### config.mk
export PLATFORM = sky130hd
export DESIGN_NAME = sw_run_ctrl
export DESIGN_NICKNAME = d
export VERILOG_FILES = /design/src/rtl/sw_run_ctrl.sv
export SDC_FILE = /design/constraint.sdc
export NUM_CORES = 1
export LEC_CHECK = 0
export CORE_MARGIN = 8
export CORE_UTILIZATION = 63
export DETAILED_ROUTE_END_ITERATION = 16
export PLACE_DENSITY = 0.85
export SYNTH_ARGS = -nofsm -noshare
export SYNTH_HDL_FRONTEND = slang
export SYNTH_SLANG_ARGS = --single-unit
### constraint.sdc
create_clock -name clk -period 8.9 [get_ports clk]
set_input_delay 0.89 -clock clk [delete_from_list [all_inputs] [get_ports clk]]
set_output_delay 0.89 -clock clk [all_outputs]
set_load 0.05 [all_outputs]
### src/rtl/sw_run_ctrl.sv
// Switch synchroniser/debouncer feeding a CPU run/pause/step controller.
// Define SW_RUN_CTRL_STEP_EN to enable single-step ticks in PAUSED.
module sw_run_ctrl #(
    parameter int unsigned DEBOUNCE_CYCLES = 1000000,
    parameter int unsigned DIV_FAST        = 50000000,
    parameter int unsigned DIV_SLOW        = 100000000,
    parameter int unsigned RST_HOLD_CYCLES = 16
) (
    input  logic        clk,
    input  logic        rst,
    input  logic [15:0] SW,
    output logic        cpu_tick,
    output logic        cpu_rst,
    output logic        pause,
    output logic [1:0]  run_state,
    output logic [9:0]  ram_display_addr,
    output logic [2:0]  display_op,
    output logic [31:0] tick_count
);
    typedef enum logic [1:0] {
        S_RST_HOLD = 2'd0,
        S_IDLE     = 2'd1,
        S_RUN      = 2'd2,
        S_PAUSED   = 2'd3
    } state_e;

    localparam logic [31:0] SMP_LAST  = 32'(DEBOUNCE_CYCLES - 1);
    localparam logic [31:0] HOLD_LAST = 32'(RST_HOLD_CYCLES - 1);
    localparam logic [31:0] FAST_LAST = 32'(DIV_FAST - 1);
    localparam logic [31:0] SLOW_LAST = 32'(DIV_SLOW - 1);

    logic [15:0] sync1_q, sync2_q;
    logic [15:0] smp_q, smp_d, deb_q, deb_d, agree;
    logic [31:0] smp_cnt_q, smp_cnt_d;
    state_e      state_q, state_d;
    logic [31:0] hold_q, hold_d, div_q, div_d, div_last;
    logic [31:0] tick_count_q, tick_count_d;
    logic        tick_q, tick_d, step_rise;
    logic [9:0]  addr_q, addr_d;
    logic [2:0]  op_q, op_d;

`ifdef SW_RUN_CTRL_STEP_EN
    logic deb3_q;
    always_ff @(posedge clk or posedge rst) begin
        if (rst) deb3_q <= 1'b0;
        else     deb3_q <= deb_q[3];
    end
    assign step_rise = deb_q[3] & ~deb3_q;
`else
    logic step_unused;
    assign step_unused = deb_q[3];
    assign step_rise   = 1'b0;
`endif

    always_ff @(posedge clk or posedge rst) begin
        if (rst) begin
            sync1_q      <= '0;
            sync2_q      <= '0;
            smp_q        <= '0;
            deb_q        <= '0;
            smp_cnt_q    <= '0;
            state_q      <= S_RST_HOLD;
            hold_q       <= '0;
            div_q        <= '0;
            tick_q       <= 1'b0;
            tick_count_q <= '0;
            addr_q       <= '0;
            op_q         <= '0;
        end else begin
            sync1_q      <= SW;
            sync2_q      <= sync1_q;
            smp_q        <= smp_d;
            deb_q        <= deb_d;
            smp_cnt_q    <= smp_cnt_d;
            state_q      <= state_d;
            hold_q       <= hold_d;
            div_q        <= div_d;
            tick_q       <= tick_d;
            tick_count_q <= tick_count_d;
            addr_q       <= addr_d;
            op_q         <= op_d;
        end
    end

    // A bit only moves when two consecutive samples agree.
    assign agree = ~(sync2_q ^ smp_q);

    always_comb begin
        smp_cnt_d = smp_cnt_q + 32'd1;
        smp_d     = smp_q;
        deb_d     = deb_q;
        if (smp_cnt_q >= SMP_LAST) begin
            smp_cnt_d = '0;
            smp_d     = sync2_q;
            deb_d     = (deb_q & ~agree) | (sync2_q & agree);
        end
        addr_d = {2'b00, deb_q[15:8]};
        op_d   = deb_q[7:5];
    end

    always_comb begin
        state_d = state_q;
        unique case (state_q)
            S_RST_HOLD: if (hold_q >= HOLD_LAST) state_d = S_IDLE;
            S_IDLE:     if (deb_q[0]) state_d = S_RUN;
            S_RUN: begin
                if (!deb_q[0])    state_d = S_IDLE;
                else if (deb_q[1]) state_d = S_PAUSED;
            end
            S_PAUSED: begin
                if (!deb_q[0])     state_d = S_IDLE;
                else if (!deb_q[1]) state_d = S_RUN;
            end
            default: state_d = S_RST_HOLD;
        endcase
        if (deb_q[2]) state_d = S_RST_HOLD;
    end

    assign div_last = deb_q[4] ? FAST_LAST : SLOW_LAST;

    // Ticks are only issued when the FSM stays put, so none leak on exit.
    always_comb begin
        tick_d = 1'b0;
        div_d  = div_q;
        hold_d = hold_q;
        unique case (state_q)
            S_RST_HOLD: hold_d = hold_q + 32'd1;
            S_IDLE:     div_d  = '0;
            S_RUN: begin
                if (state_d == S_RUN) begin
                    if (div_q >= div_last) begin
                        tick_d = 1'b1;
                        div_d  = '0;
                    end else begin
                        div_d = div_q + 32'd1;
                    end
                end
            end
            S_PAUSED: begin
                if (state_d == S_RUN)         div_d  = '0;
                else if (state_d == S_PAUSED) tick_d = step_rise;
            end
            default: ;
        endcase
        if (deb_q[2]) hold_d = '0;
        tick_count_d = tick_count_q;
        if (state_d == S_RST_HOLD)
            tick_count_d = '0;
        else if (tick_d && tick_count_q != '1)
            tick_count_d = tick_count_q + 32'd1;
    end

    always_comb begin
        cpu_rst   = (state_q == S_RST_HOLD);
        pause     = (state_q != S_RUN);
        run_state = state_q;
    end

    assign cpu_tick         = tick_q;
    assign tick_count       = tick_count_q;
    assign ram_display_addr = addr_q;
    assign display_op       = op_q;

endmodule

==> summary.txt, run 1 <==
Global routing
  • Initial antenna violation count: 0
  • Vias in the first global route: ~7000
  • Largest net degree at the start of global routing: approximately 160
  • First-pass GRT wire length: about 33000 µm
  • GRT Total Usage: 0.218
  • Remaining global-route overflow: 0

Setup path
  • Worst Path Arrival: 4.09 ns
  • Worst EP required: slightly above 9 ns
  • CP Launch Type: flop
  • Setup crit end kind: flop
  • Worst-path maximum fanout: between 40 and 50
  • CP Class: reg -> reg

Clocking
  • H-tree depth: 1
  • Clock Tree Buf Depth: 3
  • Clock transition at path regs: approximately 0.060 ns
  • Clock Latency Late Sink: about 0.50 ns
  • Post-cts sizing count: 0
  • Root buffer cell: clkbuf_16
  • CTS tree: built
  • Post-CTS Repair Setup Buffers: 0
  • CTS Buf Count: 22
  • Hold_buf cts: 0
  • CTS Sinks: 202

Power
  • Clock share of power: 0.465
  • Net Sw Power: about 440 µW
  • Switching Share: 0.222
  • Pint: ~1.5 mW
  • Sequential power share: 0.489
  • Comb power frac: 0.046
  • PwrDens: between 150 and 200 nW/µm²
  • Total power draw: 1.97 mW
  • Leakage: 4.48 nW
  • Peak VDD IR: 132 µV

Synth
  • Commonest cells post-synth: dfrtp_1 (202), nand2_1 (113), nor2_1 (108)
  • Post-synth EDFFs: 0
  • Largest cells by area after synthesis: dfrtp_1 (56%), nand2_1 (4.7%), nor2_1 (4.5%)
  • Prevailing post-synth register cell: dfrtp_1
  • Mapped Cells: 896
  • Syn_area_per_cell: around 10 µm²
  • Synthesis-stage register bit count: about 200
  • Asr flop ratio synth: 1.00
  • Leading area contributor after synthesis: dfrtp_1
  • Share of the synthesized area in the top cell type: 0.562
  • Seq/Total Area, Yosys: 0.562
  • Yosys warns: 0
  • Most frequent cell after synthesis: dfrtp_1
  • Yosys cell types: 60
  • Mapped cell area: around 9000 µm²

Timing
  • RSZ-0062 raised after global routing: no
  • Worst Hold Slack: between 0.3 and 0.4 ns
  • Clk_skew: between 0.009 and 0.01 ns
  • Setup tns final: 0 ns
  • Final Hold Fails: 0
  • Fin. max-slew vios: 0
  • Endpoints failing setup: 0
  • Relative slew slack: 0.217
  • Worst-Margin Slew: roughly 1.2 ns
  • Minimum clock period: 3.67 ns
  • Crit share post-route: 0.412
  • Fmax: approximately 0.27 GHz

Placed design
  • Number of port buffers: 64
  • Placed cell area: 9800 µm²
  • HPWL after detailed placement: approximately 12000 µm
  • Global placement routability congestion: 0.835

Die
  • Die H: approximately 140 µm
  • Io pins: slightly below 70
  • Die area: 18400 µm²
  • DIE WIDTH: about 140 µm
  • Starting Density: 0.646
  • Core ar.: ~14000 µm²
  • Core Rows: 43

Layout
  • Fin util: 0.756
  • Design Area, Final: approximately 11000 µm²
  • # diodes: 0
  • Final Net Count: between 1000 and 1500
  • Layout cells sized above 1: 0.0559
  • Area grow syn2layout: 17.1%

Route
  • Wire length per cell: around 17 µm
  • Initial DRC Count: 589
  • Drt pass-1 iters: 7
  • Drt drc: 0
  • Vias per std cell: ~6
  • Total length of routed wires: around 19000 µm
  • Post-DRT Antenna Nets: 0
  • Via Count: 7000

Run
  • MaxCap Viol Count: 0

Run status
  • Status: completed

Hold path
  • Min-Delay Startpoint: sync1_q[14]
  • HP Class: reg -> reg
[area by class of cell]
| class | count | area (µm²) |
|---|---|---|
| clock buffers | 29 | 638 |
| inverters | 20 | 82.6 |
| well taps | 180 | 225 |
| repair buffers | 68 | 671 |
| flip-flops and latches | 202 | 5050 |
| multi-input cells | 656 | 3770 |
| clock inverters | 9 | 101 |
| fillers | 925 | 3390 |
[critical path, stage by stage (launching register included)]
cell and delay (ns):
dfrtp_1 0.48, inv_1 0.17, ha_1 0.33, a211oi_1 0.23, nor2_1 0.10, a21oi_1 0.24
a211o_1 0.93, clkinv_1 0.62, nand4_1 0.28, mux2i_1 0.19
[power by group through the flow]
stage / Sequential, mW / Combinational, mW / Clock [mW]
floorplan: 0.997 / 0.0406 / 0
global route: 0.968 / 0.101 / 0.976
finish: 0.965 / 0.0908 / 0.919
global placement: 0.979 / 0.0892 / 0
detailed placement: 0.982 / 0.0923 / 0
CTS: 0.965 / 0.0933 / 0.933
[cells by family after synthesis]
logic type      after synthesis  share of synthesized area
simple gates                443                      0.245
flops                       202                      0.562
compound gates              116                     0.0801
xor+xnor                     64                     0.0623
buf+inv                      51                     0.0254
fa+ha+maj                    13                     0.0181
mux                           6                    0.00681
other cells                   1                   0.000417
[layout by cell type (no fill, tap or decap), drive strengths merged, types with 30 or more instances in the layout]
cell type / n
dfrtp: 202
nand2: 113
nor2: 108
nand3: 76
clkdlybuf4s50: 64
o21ai: 36
nand4: 35
xnor2: 34
a21oi: 32
xor2: 30
[sequential cells by signal, summed over array words and instances (netlist names), named ones only]
| register | cells |
|---|---|
| cpu_tick | 1 |
| hold_q | 32 |
| sync1_q | 15 |
| sync2_q | 15 |
| smp_cnt_q | 32 |
| tick_count | 32 |
| div_q | 32 |
| display_op | 3 |
| run_state | 2 |
| ram_display_addr | 8 |
| smp_q | 15 |
[per-layer routing]
| metal | up-vias | part of all wire | wire length [µm] | GRT usage |
|---|---|---|---|---|
| met5 | - | 0 | 0 | 0 |
| met3 | 36 | 0.044 | 852 | 0.0356 |
| li1 | 3298 | - | - | - |
| met2 | 185 | 0.50 | 9740 | 0.367 |
| met1 | 3481 | 0.44 | 8570 | 0.290 |
| met4 | 0 | 0.017 | 334 | 0.0561 |
[final timing paths]
path	endpoint	slack, ns	cells after the start
min in group asynchronous	hold_q[16]	1.08	2
worst max register to register	tick_count[6]	5.23	9
worst min-delay path	sync2_q[14]	0.35	0
worst min register to register	sync2_q[14]	0.35	0
worst max-delay path	tick_count[6]	5.23	9
max in group asynchronous	ram_display_addr[3]	6.63	3
[per-stage QoR]
| step | cells | worst slack (ns) |
|---|---|---|
| after floorplan | 909 | 2.50 |
| after global placement | 1126 | 5.33 |
| after detailed placement | 1126 | 5.28 |
| after CTS | 1164 | 5.30 |
| after global routing | 1164 | 4.89 |
| final | 1164 | 5.23 |
No activity file was read; power rests on OpenSTA's default activity.
==> run 2: changes to the inputs <==
Settings changed: CORE_UTILIZATION 63 to 53, PLACE_DENSITY 0.85 to 0.76.
Clock period 8.9 ns to 2.9 ns, I/O delays scaled along.
==> summary.txt, run 2 (same netlist as run 1, synthesis figures left out) <==
Run status
  • Status: completed

Route
  • Post-DRT Antenna Nets: 0
  • Drt pass-1 iters: 5
  • Wire length per cell: between 10 and 15 µm
  • Vias per std cell: 5.55
  • Via Count: 6774
  • Drt drc: 0
  • Initial DRC Count: 467
  • Total length of routed wires: 18100 µm

Layout
  • Area grow syn2layout: 19.5%
  • Commonest non-fill, non-tap cell in the layout: dfrtp_1
  • # diodes: 0
  • Final Net Count: 1015
  • Most frequent cells in the layout: dfrtp_1 (201), nand2_1 (113), nor2_1 (107)
  • Layout cells sized above 1: 0.0730
  • Fin util: 0.648
  • Final std cells w/o fill: around 1200
  • Design Area, Final: 10800 µm²

Placed design
  • Placed cell area: about 10000 µm²
  • Number of port buffers: 64
  • Global placement routability congestion: 0.799
  • HPWL after detailed placement: 11700 µm
  • Placed insts: between 1000 and 1500

Global routing
  • Largest net degree at the start of global routing: 65
  • Vias in the first global route: 6574
  • First-pass GRT wire length: roughly 32000 µm
  • Initial antenna violation count: 0
  • GRT Total Usage: 0.171
  • Remaining global-route overflow: 0

Power
  • Leakage: approximately 4.6 nW
  • Total power draw: between 6 and 7 mW
  • PwrDens: approximately 570 nW/µm²
  • Peak VDD IR: 523 µV

Timing
  • Clk_skew: just over 0.009 ns
  • Fmax: about 0.37 GHz
  • Setup tns final: 0 ns
  • Worst-Margin Slew: ~0.95 ns
  • RSZ-0062 raised after global routing: no
  • Fin. max-slew vios: 0
  • Minimum clock period: 2.67 ns
  • Relative slew slack: 0.369
  • Crit share post-route: 0.922
  • Final Hold Fails: 0
  • Endpoints failing setup: 0

Die
  • Die area: about 21000 µm²
  • Io pins: just under 70
  • Die H: about 150 µm
  • Starting Density: 0.543
  • Core ar.: ~17000 µm²
  • DIE WIDTH: between 100 and 150 µm
  • Core Rows: 47

Hold path
  • HP Class: in -> reg

Clocking
  • Clock transition at path regs: roughly 0.060 ns
  • CTS Buf Count: 22
  • Clock Latency Late Sink: 0.51 ns
  • Root buffer cell: clkbuf_16
  • CTS tree: built
  • CTS Sinks: ~200
  • Post-CTS Repair Setup Buffers: 0
  • Clock Tree Buf Depth: 3
  • H-tree depth: 1

Setup path
  • Worst-path maximum fanout: 9
  • Worst Path Arrival: 2.38 ns
  • CP Class: reg -> out
  • Worst EP required: between 2 and 3 ns
  • Setup crit end kind: primary output
  • CP Launch Type: flop

Run
  • MaxCap Viol Count: 0
-- run 2: cell count changes in the layout (fill, tap and decap cells not counted), moves of 2 or more --
cell | previous run | this run
buf_4 | 4 | 15
buf_12 | 0 | 3
clkinvlp_4 | 1 | 4
clkbuf_8 | 4 | 6
-- run 2: worst paths after layout --
check,startpoint,end,slack (ns),cells after the start
setup reg to reg,flop,tick_count[14],0.25,9
hold reg to reg,sync1_q[0],sync2_q[0],0.34,0
min in group asynchronous,rst,sync1_q[1],0.23,2
max in group asynchronous,rst,tick_count[22],1.93,3
setup / recovery,run_state[1],cpu_rst,0.23,3
hold / removal,SW[15],sync1_q[15],0.22,1
-- run 2: what timing repair did --
action	CTS	global route
endpoints found under the setup margin	0	10
gates resized for setup	0	3
hold buffers	0	0
-- run 2: area by class of cell --
cell class	count	area, µm²
Sequential cell	202	5060
Clock inverter	9	111
Tap cell	220	275
Inverter	20	82.6
Multi-Input combinational cell	656	3770
Clock buffer	31	644
Fill cell	1311	5830
Timing Repair Buffer	82	813
-- run 2: power by group --
part / internal, mW / switching (mW) / total, mW
logic: 0.0914 / 0.191 / 0.283
clock network: 1.73 / 1.11 / 2.84
registers: 2.91 / 0.0527 / 2.96
-- run 2: critical path, stage by stage, from the launching register on --
cell             delay [ns]
dfrtp_1                0.48
or2_1                  0.35
clkinv_1               0.28
clkdlybuf4s50_1        0.77
-- run 2: per-stage QoR --
stage	setup slack, ns	hold WS [ns]
6_report	0.225	0.222
5_1_grt	0.0691	0.208
4_1_cts	0.0466	0.202
3_5_place_dp	0.0657	0.335
3_3_place_gp	0.150	0.331
2_1_floorplan	-0.00631	0.321
-- run 2: routing by layer --
| metal | global-route usage | vias up | part of all wire |
|---|---|---|---|
| li1 | - | 3331 | - |
| met1 | 0.230 | 3246 | 0.46 |
| met2 | 0.274 | 162 | 0.46 |
| met3 | 0.0340 | 35 | 0.050 |
| met4 | 0.0536 | 0 | 0.023 |
| met5 | 0 | - | 0 |
